### src/rtl/rf_pkg.sv
// Shared constants and helpers for the multi-port register file and its scoreboard.
package rf_pkg;

  localparam int XLEN_DEF  = 32;
  localparam int NREGS_DEF = 32;
  localparam int NRP_DEF   = 2;
  localparam int NWP_DEF   = 1;
  localparam int NWP_MAX   = 4;

  // Address width that never collapses to zero bits, even for tiny files.
  function automatic int clog2_safe(input int n);
    return (n <= 2) ? 1 : $clog2(n);
  endfunction

  // Width of a flattened multi-port bus: one field of fieldW bits per port.
  function automatic int busWidth(input int nPorts, input int fieldW);
    return nPorts * fieldW;
  endfunction

endpackage

### src/rtl/rf_scoreboard.sv
// Pending-write scoreboard: one busy bit per register, set by issue and cleared by writeback.
module rf_scoreboard
  import rf_pkg::*;
#(
  parameter int NREGS = NREGS_DEF,
  parameter int NWP   = NWP_DEF,
  localparam int AW   = clog2_safe(NREGS)
) (
  input  logic                          Clk,
  input  logic                          reset,
  input  logic [NWP-1:0]                WEn,
  input  logic [busWidth(NWP, AW)-1:0]  AddrW,
  input  logic                          IssueEn,
  input  logic [AW-1:0]                 IssueAddr,
  output logic [NREGS-1:0]              busy
);

  logic [NREGS-1:0] busyNext;

  // Clears first, then the issue set, so a re-reserved destination stays busy.
  always_comb begin
    busyNext = busy;
    for (int j = 0; j < NWP; j++) begin
      if (WEn[j]) begin
        busyNext[AddrW[j*AW +: AW]] = 1'b0;
      end
    end
    if (IssueEn && (IssueAddr != '0)) begin
      busyNext[IssueAddr] = 1'b1;
    end
    busyNext[0] = 1'b0;
  end

  always_ff @(posedge Clk or posedge reset) begin
    if (reset) begin
      busy <= '0;
    end else begin
      busy <= busyNext;
    end
  end

endmodule

### src/rtl/register_file_mp.sv
// Parametrised NRP-read / NWP-write integer register file with optional write-to-read
// bypass and a per-register pending-write scoreboard.
module register_file_mp
  import rf_pkg::*;
#(
  parameter int XLEN   = XLEN_DEF,
  parameter int NREGS  = NREGS_DEF,
  parameter int NRP    = NRP_DEF,
  parameter int NWP    = NWP_DEF,
  parameter int BYPASS = 1,
  localparam int AW    = clog2_safe(NREGS)
) (
  input  logic                            Clk,
  input  logic                            reset,
  input  logic [busWidth(NRP, AW)-1:0]    AddrR,
  output logic [busWidth(NRP, XLEN)-1:0]  DataR,
  output logic [NRP-1:0]                  BusyR,
  input  logic [NWP-1:0]                  WEn,
  input  logic [busWidth(NWP, AW)-1:0]    AddrW,
  input  logic [busWidth(NWP, XLEN)-1:0]  DataW,
  input  logic                            IssueEn,
  input  logic [AW-1:0]                   IssueAddr
);

  logic [XLEN-1:0]  regs [NREGS];
  logic [NREGS-1:0] busy;

  // Ports are walked in ascending order, so the highest-index port's update lands last.
  always_ff @(posedge Clk or posedge reset) begin
    if (reset) begin
      for (int r = 0; r < NREGS; r++) begin
        regs[r] <= '0;
      end
    end else begin
      for (int j = 0; j < NWP; j++) begin
        if (WEn[j] && (AddrW[j*AW +: AW] != '0)) begin
          regs[AddrW[j*AW +: AW]] <= DataW[j*XLEN +: XLEN];
        end
      end
    end
  end

  rf_scoreboard #(
    .NREGS (NREGS),
    .NWP   (NWP)
  ) uScoreboard (
    .Clk       (Clk),
    .reset     (reset),
    .WEn       (WEn),
    .AddrW     (AddrW),
    .IssueEn   (IssueEn),
    .IssueAddr (IssueAddr),
    .busy      (busy)
  );

  for (genvar i = 0; i < NRP; i++) begin : gRead
    logic [AW-1:0]   rdAddr;
    logic [XLEN-1:0] rdData;
    logic            rdBusy;

    assign rdAddr = AddrR[i*AW +: AW];

    // Bypass compares run in parallel with the array read; later ports override earlier.
    always_comb begin
      rdData = regs[rdAddr];
      if (BYPASS != 0) begin
        for (int j = 0; j < NWP; j++) begin
          if (WEn[j] && (AddrW[j*AW +: AW] == rdAddr)) begin
            rdData = DataW[j*XLEN +: XLEN];
          end
        end
      end
      if (reset || (rdAddr == '0)) begin
        rdData = '0;
      end
    end

    assign rdBusy = busy[rdAddr] & ~reset;

    assign DataR[i*XLEN +: XLEN] = rdData;
    assign BusyR[i]              = rdBusy;
  end

endmodule

### config.mk
export PLATFORM = sky130hd
export DESIGN_NAME = register_file_mp
export DESIGN_NICKNAME = d
export VERILOG_FILES = /design/src/rtl/rf_pkg.sv /design/src/rtl/rf_scoreboard.sv /design/src/rtl/register_file_mp.sv
export SDC_FILE = /design/constraint.sdc
export NUM_CORES = 2
export LEC_CHECK = 0
export CAP_MARGIN = 20
export CORE_UTILIZATION = 63
export DETAILED_ROUTE_END_ITERATION = 12
export GPL_TIMING_DRIVEN = 0
export HOLD_SLACK_MARGIN = 0.15
export PLACE_DENSITY_LB_ADDON = 0.05
export SKIP_CTS_REPAIR_TIMING = 1
export SLEW_MARGIN = 20
export SYNTH_ARGS = -nofsm -noshare
export SYNTH_HDL_FRONTEND = slang
export SYNTH_SLANG_ARGS = --single-unit
### constraint.sdc
create_clock -name Clk -period 44.8 [get_ports Clk]
set_clock_uncertainty 0.15 [all_clocks]
set_input_delay 4.48 -clock Clk [delete_from_list [all_inputs] [get_ports Clk]]
set_output_delay 4.48 -clock Clk [all_outputs]
set_load 0.03 [all_outputs]
==> impl_results.md <==
* Status: finished, final reports clean
* Worst skew pair latency at 0.72 ns
* Sw Share at 28.4%
* Die Span Y at 304 microns
* Logic pwr share at a little over a fifth
* H-tree Lvls at 3
* P_leak at 27.9 nW
* Arr. time, crit path at 8.91 ns
* Post-route clock period utilization at 30.2%
* Vias in the first global route at 41600
* Area Overhead vs Synth at 12.0%
* Crit path capture type: primary output
* WP data required at 40.17 ns
* RSZ-0062 raised after global routing: no
* RD Place Congestion at 0.986
* Register area share after synthesis at 46.0%
* Initial antenna violation count at 7
* Router iterations before antenna repair at 8
* NumNets Final at 4359
* DIE AREA at 92300 sq um
* Gr ovfl total at 0
* Highest achievable clock rate at 73.9 MHz
* Synth area leader: dfrtp_1
* Internal Power at 2.06 mW
* HP Class: reg -> reg
* Via density at 7.46
* XOR/XNOR share of the synthesized area at 0.153%
* Routed vias at 41600
* Synth Area in Compound Gates at 7.02%
* Most frequent cell after synthesis: dfrtp_1
* Post-route ant nets at 0
* Min-Delay Startpoint: regs[1010]$_DFFE_PP0P_
* Largest net degree at the start of global routing at 105
* Pwr/cell area at roughly 45 nW/um^2
* Slew Viols, Final at 0
* Area share of the largest cell type after synthesis at 46.0%
* Mux contribution to synthesized area at between 30 and 40%
* Die span in x at approximately 300 microns
* Synth Area in Simple Gates at about 3.1%
* CTS sink cnt at 1055
* Seq pwr share at 44.2%
* Average cell area after synthesis at 14.1 sq um
* Yosys cell types at roughly 60
* Worst VDD drop at 0.0317 mV
* Worst Tran Pin Value at about 1.3 ns
* Routed WL at 204000 microns
* Final hold vios at 0
* CTS tree: done
* Synth top cells by count: 1055 x dfrtp_1, 968 x mux2_2, 399 x mux4_2
* Final core occ at 71.3%
* R2r worst-path depth at 1
* Crit-path max FO at 10
* Reg2reg start: regs[108]$_DFFE_PP0P_
* Share of cells above drive strength 1 at 42.1%
* 1st-iter DRT viols at 5137
* Number of flops mapped to enable cells by yosys at 0
* Clock share of power at between 30% and 40%
* Setup violators final at 0
* Psw at just over 0.8 mW
* Max cap viols at 0
* Core area at 90100 sq um
* GR Util All Layers at 44.8%
* Num ports at 122
* Residual DRC at 0
* Clock root cell: clkbuf_16
* Largest cells by area after synthesis: dfrtp_1 46%, mux2_2 19%, mux4_2 16%
* Flops & latches, synth at 1055
* Ys Warns at 0
* Row count at 110
* Global-route wire length before repair at about 300000 microns
* Startpoint Class: primary input
* Dominant synthesized flop cell: dfrtp_1
* Main combinational cell family by area after synthesis: multiplexers
* Routed wire per std cell at 36.6 microns
* TritonCTS buffer count at 113
* Gate Count Post-Synth at between 4000 and 5000
* Slew margin rel. at 10.1%
* Clock Tree Buf Depth at 3
* Synthesized area at 57400 sq um
* Worst Setup SP: AddrR[4]
* Adder-Cell Fraction of Synth Area at 0%
* Initial Utilization at 63.6%
* Synth Net Count at slightly above 4000
* IO Port Bufs at ~110
* Worst-path clk slew at 0.06 ns
* Cell depth of the worst hold path at 1
* HPWL Detailed at between 100000 and 150000 microns
* Share of flip-flops with an asynchronous set or reset at 100%
* Fin crit period at roughly 14 ns
* Total power at ~2.9 mW
* Setup Crit Path Kind: in -> out
worst paths after layout:
kind                                          end  slack [ns]
max reg2reg                 regs[108]$_DFFE_PP0P_       43.80
min                        regs[1010]$_DFFE_PP0P_        0.33
min reg2reg                regs[1010]$_DFFE_PP0P_        0.33
min in group asynchronous   regs[478]$_DFFE_PP0P_        4.12
max                                     DataR[19]       31.26
max in group asynchronous   regs[396]$_DFFE_PP0P_       38.57
layout by cell type (no fill, tap or decap), drive strengths merged, types with 4 or more instances in the layout:
cell type      synthesis  routed
dfrtp               1055    1055
mux2                 982     982
mux4                 399     399
clkbuf               214     386
buf                  251     267
mux2i                257     257
nand2                166     166
a221oi               129     129
clkdlybuf4s50          0     109
o21ai                 78      78
a22oi                 66      66
nor2b                 64      64
a221o                 62      62
nor2                  56      56
nand3                 41      41
a21oi                 34      34
o21bai                31      31
a211oi                30      30
a311oi                30      30
o311ai                30      30
clkinv                 0      23
a22o                  16      16
bufinv                 0      10
nor3b                 10      10
inv                    8       9
diode                  0       8
nand3b                 8       8
nor3                   6       6
xnor2                  6       6
o22ai                  4       4
xor2                   4       4
routing by layer:
metal / GRT usage [%] / part of all wire (%) / vias to the layer above
li1: - / - / 16200
met1: 58.1 / 37 / 21800
met2: 65.6 / 44 / 2893
met3: 16.1 / 13 / 770
met4: 25.2 / 6.5 / 8
met5: 1.19 / 0.094 / -
power by group through the flow:
stage / clock [mW] / sequential [mW] / combinational, mW
floorplan: 0 / 1.24 / 0.457
global placement: 0 / 1.27 / 0.582
finish: 0.991 / 1.27 / 0.612
global route: 1.02 / 1.29 / 0.645
detailed placement: 0 / 1.28 / 0.600
CTS: 0.987 / 1.26 / 0.603
cell families after synthesis:
kind of cell,Yosys count
and+or+nand+nor,370
muxes,1638
AOI/OAI and AO/OA,517
buffers and inverters,473
DFF,1055
xor gates and xnor gates,10
registers in the layout, summed over array words and instances (netlist names):
name	cells
uScoreboard.busy	31
regs	1024
metrics by stage:
| stage | cell area (sq um) | setup TNS [ns] | hold WS [ns] | instances | setup slack [ns] |
|---|---|---|---|---|---|
| floorplan | 57400 | 0 | 0.291 | 4063 | 10.22 |
| global placement | 59900 | -2289.82 | 0.302 | 5348 | -9.90 |
| detailed placement | 60300 | 0 | 0.315 | 5364 | 31.53 |
| CTS | 64200 | 0 | 0.331 | 5572 | 31.52 |
| global route | 64200 | 0 | 0.343 | 5574 | 31.39 |
| finish | 64300 | 0 | 0.326 | 5580 | 31.26 |
critical path, stage by stage:
cell and delay, ns:
clkdlybuf4s50_1 0.76, clkbuf_1 0.68, inv_1 0.32, clkbuf_1 0.41, buf_6 0.28, a221oi_1 0.63, a22oi_1 0.20, a21oi_1 0.27
a221o_1 0.18, clkdlybuf4s50_1 0.67
cell type report:
type                    instances  area, sq um
plain buffers                 465         2440
fillers                      6153        25900
repair buffers                125         1460
clock inverters                36          450
diodes                          8         20.0
well taps                    1176         1470
clock buffers                 172         3450
inverters                       8         37.5
multi-input cells            2535        28500
flip-flops and latches       1055        26400
(Power assumes the default switching activity.)
